## config.mk

```make
export PLATFORM = sky130hd
export DESIGN_NAME = clock_reset_ctrl
export DESIGN_NICKNAME = d
export VERILOG_FILES = /design/src/rtl/clock_reset_ctrl.sv
export SDC_FILE = /design/constraint.sdc
export NUM_CORES = 1
export LEC_CHECK = 0
export BUFFER_PORTS_ARGS = -buffer_cell sky130_fd_sc_hd__buf_2
export CAP_MARGIN = 10
export CORE_MARGIN = 2
export CORE_UTILIZATION = 50
export DETAILED_ROUTE_END_ITERATION = 10
export GPL_TIMING_DRIVEN = 1
export PLACE_DENSITY = 0.67
export SYNTH_ARGS = -nofsm -noshare
export SYNTH_HDL_FRONTEND = slang
export SYNTH_SLANG_ARGS = --single-unit
```

## constraint.sdc

```tcl
create_clock -name clk -period 7.2 [get_ports clk]
set_input_delay 0.36 -clock clk [delete_from_list [all_inputs] [get_ports clk]]
set_output_delay 0.36 -clock clk [all_outputs]
set_load 0.01 [all_outputs]
```

## src/rtl/clock_reset_ctrl.sv

```systemverilog
// Clock-generator reset/lock sequencer with ordered per-domain reset release (AXI, ETH, core).
// All outputs registered, one edge after the deciding condition; no backpressure, inputs sampled every cycle.
module clock_reset_ctrl #(
   parameter int RST_PULSE     = 16,
   parameter int STABLE_CYCLES = 256,
   parameter int LOCK_TIMEOUT  = 65535,
   parameter int STAGE_GAP     = 8,
   parameter int MAX_RETRY     = 3,
   parameter int CNT_W         = 16
) (
   input  logic       clk,
   input  logic       g_reset_n,
   input  logic       dcm_locked,
   input  logic       soft_reset_req,
   output logic       dcm_reset,
   output logic       axi_rst_n,
   output logic       eth_rst_n,
   output logic       core_rst_n,
   output logic       ready,
   output logic       fail,
   output logic [7:0] relock_cnt
);

   localparam logic [2:0] S_DCM_RST   = 3'd0;
   localparam logic [2:0] S_WAIT_LOCK = 3'd1;
   localparam logic [2:0] S_REL_AXI   = 3'd2;
   localparam logic [2:0] S_REL_ETH   = 3'd3;
   localparam logic [2:0] S_RUN       = 3'd4;
   localparam logic [2:0] S_FAIL      = 3'd5;

   localparam int RTY_W = $clog2(MAX_RETRY + 1);

   localparam logic [CNT_W-1:0] PULSE_N   = CNT_W'(RST_PULSE);
   localparam logic [CNT_W-1:0] STABLE_N  = CNT_W'(STABLE_CYCLES);
   localparam logic [CNT_W-1:0] TIMEOUT_N = CNT_W'(LOCK_TIMEOUT);
   localparam logic [CNT_W-1:0] GAP_N     = CNT_W'(STAGE_GAP);
   localparam logic [RTY_W-1:0] RETRY_N   = RTY_W'(MAX_RETRY);

   logic             lock_m;
   logic             lock_s;
   logic [2:0]       state;
   logic [2:0]       state_nxt;
   logic [CNT_W-1:0] cnt;
   logic [CNT_W-1:0] cnt_nxt;
   logic [CNT_W-1:0] cnt_inc;
   logic [CNT_W-1:0] stab;
   logic [CNT_W-1:0] stab_nxt;
   logic [RTY_W-1:0] retry;
   logic [RTY_W-1:0] retry_nxt;
   logic [7:0]       relock_nxt;

   always_ff @(posedge clk or negedge g_reset_n) begin
      if (!g_reset_n) begin
         lock_m <= 1'b0;
         lock_s <= 1'b0;
      end else begin
         lock_m <= dcm_locked;
         lock_s <= lock_m;
      end
   end

   assign cnt_inc = cnt + CNT_W'(1);

   // In DCM_RST, cnt is the number of pulse cycles already served: the entering
   // edge counts as the first, whereas release from g_reset_n counts as none.
   always_comb begin
      state_nxt  = state;
      cnt_nxt    = cnt;
      stab_nxt   = '0;
      retry_nxt  = retry;
      relock_nxt = relock_cnt;
      if (soft_reset_req) begin
         state_nxt = S_DCM_RST;
         cnt_nxt   = CNT_W'(1);
         retry_nxt = '0;
      end else begin
         case (state)
            S_DCM_RST: begin
               if (cnt == PULSE_N) begin
                  state_nxt = S_WAIT_LOCK;
                  cnt_nxt   = '0;
               end else begin
                  cnt_nxt = cnt_inc;
               end
            end
            S_WAIT_LOCK: begin
               cnt_nxt  = cnt_inc;
               stab_nxt = lock_s ? stab + CNT_W'(1) : '0;
               if (stab_nxt == STABLE_N) begin
                  state_nxt = S_REL_AXI;
                  cnt_nxt   = '0;
                  stab_nxt  = '0;
               end else if (cnt_inc == TIMEOUT_N) begin
                  retry_nxt = retry + RTY_W'(1);
                  stab_nxt  = '0;
                  if (retry_nxt == RETRY_N) begin
                     state_nxt = S_FAIL;
                     cnt_nxt   = '0;
                  end else begin
                     state_nxt = S_DCM_RST;
                     cnt_nxt   = CNT_W'(1);
                  end
               end
            end
            S_REL_AXI, S_REL_ETH, S_RUN: begin
               if (!lock_s) begin
                  state_nxt  = S_DCM_RST;
                  cnt_nxt    = CNT_W'(1);
                  relock_nxt = (relock_cnt == 8'hFF) ? relock_cnt : relock_cnt + 8'd1;
               end else if (state != S_RUN) begin
                  if (cnt_inc == GAP_N) begin
                     state_nxt = (state == S_REL_AXI) ? S_REL_ETH : S_RUN;
                     cnt_nxt   = '0;
                     if (state == S_REL_ETH) retry_nxt = '0;
                  end else begin
                     cnt_nxt = cnt_inc;
                  end
               end
            end
            S_FAIL: begin
               state_nxt = S_FAIL;
            end
            default: begin
               state_nxt = S_DCM_RST;
               cnt_nxt   = '0;
            end
         endcase
      end
   end

   // Outputs decode the next state so they change on the same edge as the state.
   always_ff @(posedge clk or negedge g_reset_n) begin
      if (!g_reset_n) begin
         state      <= S_DCM_RST;
         cnt        <= '0;
         stab       <= '0;
         retry      <= '0;
         relock_cnt <= '0;
         dcm_reset  <= 1'b1;
         axi_rst_n  <= 1'b0;
         eth_rst_n  <= 1'b0;
         core_rst_n <= 1'b0;
         ready      <= 1'b0;
         fail       <= 1'b0;
      end else begin
         state      <= state_nxt;
         cnt        <= cnt_nxt;
         stab       <= stab_nxt;
         retry      <= retry_nxt;
         relock_cnt <= relock_nxt;
         dcm_reset  <= (state_nxt == S_DCM_RST);
         axi_rst_n  <= (state_nxt == S_REL_AXI) || (state_nxt == S_REL_ETH) || (state_nxt == S_RUN);
         eth_rst_n  <= (state_nxt == S_REL_ETH) || (state_nxt == S_RUN);
         core_rst_n <= (state_nxt == S_RUN);
         ready      <= (state_nxt == S_RUN);
         fail       <= (state_nxt == S_FAIL);
      end
   end

endmodule

```

==> metrics.txt <==
global route overflow=0; slowest stage delay, CP=0.57 ns; layout cells sized above 1=15.3%; RSZ-0062 raised after global routing=no; mean routed wirelength per cell=15.3 µm; Cell Area, Placed=3600 µm²; Clock Sinks=52; Worst Tran Pin Value=0.877 ns; hold buffers post-CTS=0; DP HPWL=5.19 mm; Max Clock Skew=0.0134 ns; Mapped Cells=391; FF+latch count, synth=52; largest area contributor in the netlist=dfrtp_1; Max Used Layer=met4; synth-to-layout area growth=4.21%; Final ANT Viol Nets=0; Total GRT Usage=20.8%; Post-synth EDFFs=0; # Post-CTS Setup Buffers=0; TritonCTS clock tree=yes; Root Buffer=clkbuf_8; crit end category=register; M1 wire length=3.48 mm; # setup viols final=0; Hold WC Path Type=input pin to asynchronous set/reset pin; first-pass GRT wire length=12.8 mm; Inserted Clock Buffers=5; CTS max path bufs=2; max-cap violation count=0; gpl congestion=0.884; die area=7760 µm²; Pins Over Slew Limit=0; crit-path cells=ha_1 -> nand4_2 -> or4_1 -> a21oi_2 -> nor4_4 -> a31oi_4 -> nand4b_2 -> or2_1 -> nor2b_1; Leakage=1.54 nW; vias in the first global route=2604; Filler cells=645; CTS resizes=0; IO Count=18; delay-heaviest family, CP=simple AND/OR/NAND/NOR gates; Post-Syn Area per Cell=9.05 µm²; Seq/Total Area, Yosys=36.8%; Clock Pin Slew Worst Setup and Hold Paths=0.11 ns; Site Rows=30; Synth top cells by count=dfrtp_1 (51), nor2_1 (45), nand2_1 (32); syn_nets=401; initial antenna violation count=0; routed vias=2792; pin count of the biggest net entering global routing=53; Skew-Pair Late Insertion Delay=0.32 ns; CP Class=register to register; Hold WS=0.145 ns; minimum clock period=3.32 ns; fin util=54.0%; Primary FF master, synth=dfrtp_1; drt pass-1 iters=4; Critical Path Fanout Max=22; Chip Width=88.1 µm; CTS H-tree depth=2; Buf/Inv on CP=0; YS warnings=0; Slowest cell on crit path=or2_1; Synth top area share=36.1%; Port Buffers=17; maximum clock rate=301 MHz; Final Cell Area=3690 µm²; CP Launch Type=register; most frequent cell after synthesis=dfrtp_1; n_diodes=0; Final Cycle Share=46.1%; outcome=finished clean; Max-Slew Margin vs Limit=41.4%; Starting Density=51.8%; critical path arrival=3.57 ns; Die H=88.1 µm; power per cell area=139 nW/µm²; synth top area cells=dfrtp_1 (36%), nor2_1 (4.8%), xnor2_1 (3.7%); final hold vios=0; Required @ worst endpoint=7.45 ns; CORE AREA=6830 µm²; metal2 WL=3.52 mm; vias per cell=5.79; Max IR drop VDD=0.0830 mV; initial DRC count=131; asr flop ratio synth=100%; Netlist cell types=79; area of the mapped netlist=3540 µm²; total negative setup slack=0 ns; routed wl met3=296 µm; DRC viols=0; final wirelength=7.37 mm; nets@finish=395
==> flip-flops by register name (all words and copies together), names as in the netlist <==
signal and cells:
lock_s 1, relock_cnt 8, axi_rst_n 1, cnt 16, retry 2, state 3
ready 1, fail 1, dcm_reset 1, stab 16, eth_rst_n 1, lock_m 1
==> final timing paths <==
kind	from	end	slack, ns	cells past startpoint
max in group asynchronous	g_reset_n	cnt[8]	6.62	2
worst max-delay path	stab[0]	stab[3]	3.88	9
worst min-delay path	g_reset_n	stab[0]	0.14	2
min in group clk	dcm_locked	lock_m	0.15	1
worst min register to register	lock_m	lock_s	0.38	0
worst max register to register	stab[0]	stab[3]	3.88	9
==> through the flow <==
| stage | std cells | total power, mW | setup WS (ns) |
|---|---|---|---|
| global route | 482 | 0.540 | 3.59 |
| detailed placement | 474 | 0.345 | 3.87 |
| global placement | 474 | 0.344 | 3.97 |
| floorplan | 391 | 0.333 | 4.69 |
| CTS | 482 | 0.522 | 3.83 |
| finish | 482 | 0.514 | 3.88 |
==> worst reg2reg max path, stage by stage (launching register included) <==
cell,delay [ns]
dfrtp_1,0.42
ha_1,0.28
nand4_2,0.24
or4_1,0.50
a21oi_2,0.24
nor4_4,0.09
a31oi_4,0.21
nand4b_2,0.54
or2_1,0.58
nor2b_1,0.16
==> layout by cell type, fill, tap and decap left out, types with 3 or more instances in the layout <==
cell	count
xnor2_1	15
a22oi_1	3
or4_1	4
nor3_1	6
nand4_1	8
a31oi_1	4
buf_2	17
nand2_1	32
ha_1	6
mux2i_1	7
inv_1	15
xor2_1	9
clkbuf_8	5
a221o_1	4
o21ai_0	10
a21oi_1	13
and2_1	6
or3_1	5
dfrtp_1	51
o21a_1	4
o31ai_1	3
a21o_1	7
or2_2	3
nand2b_1	9
nand3_1	15
and3_1	4
nor4_1	6
nor2b_1	4
nor2_1	45
==> power breakdown <==
group          internal [mW]  leakage (nW)  total [mW]  switching, mW
clock                 0.0693        0.0445       0.175          0.106
sequential             0.296         0.702       0.306        0.00981
combinational         0.0122         0.794      0.0327         0.0205
==> metal layers <==
layer  GRT usage [%]  vias up
li1                -     1384
met1            29.8     1357
met2            32.9       42
met3            3.11        9
met4            5.79        0
met5               0        -
==> final cells by class <==
| type | count | area [µm²] | share of cell area, % |
|---|---|---|---|
| clock inverter | 3 | 21.3 | 0.577 |
| multi-input combinational | 292 | 2020 | 54.8 |
| timing repair buffer | 18 | 92.6 | 2.51 |
| tap | 96 | 120 | 3.26 |
| sequential | 52 | 1300 | 35.3 |
| inverter | 16 | 60.1 | 1.63 |
| clock buffer | 5 | 68.8 | 1.87 |
==> cells by family (layout without fill, tap and decap cells) <==
group | after synthesis | after routing | share of synthesized area (%)
DFF | 52 | 52 | 36.8
adders and majority gates | 6 | 6 | 2.12
buffers and inverters | 47 | 42 | 6.05
muxes | 8 | 8 | 2.30
and+or+nand+nor | 170 | 170 | 28.1
xor gates and xnor gates | 24 | 24 | 5.94
AOI/OAI and AO/OA | 84 | 84 | 18.7
(Power assumes the default switching activity.)
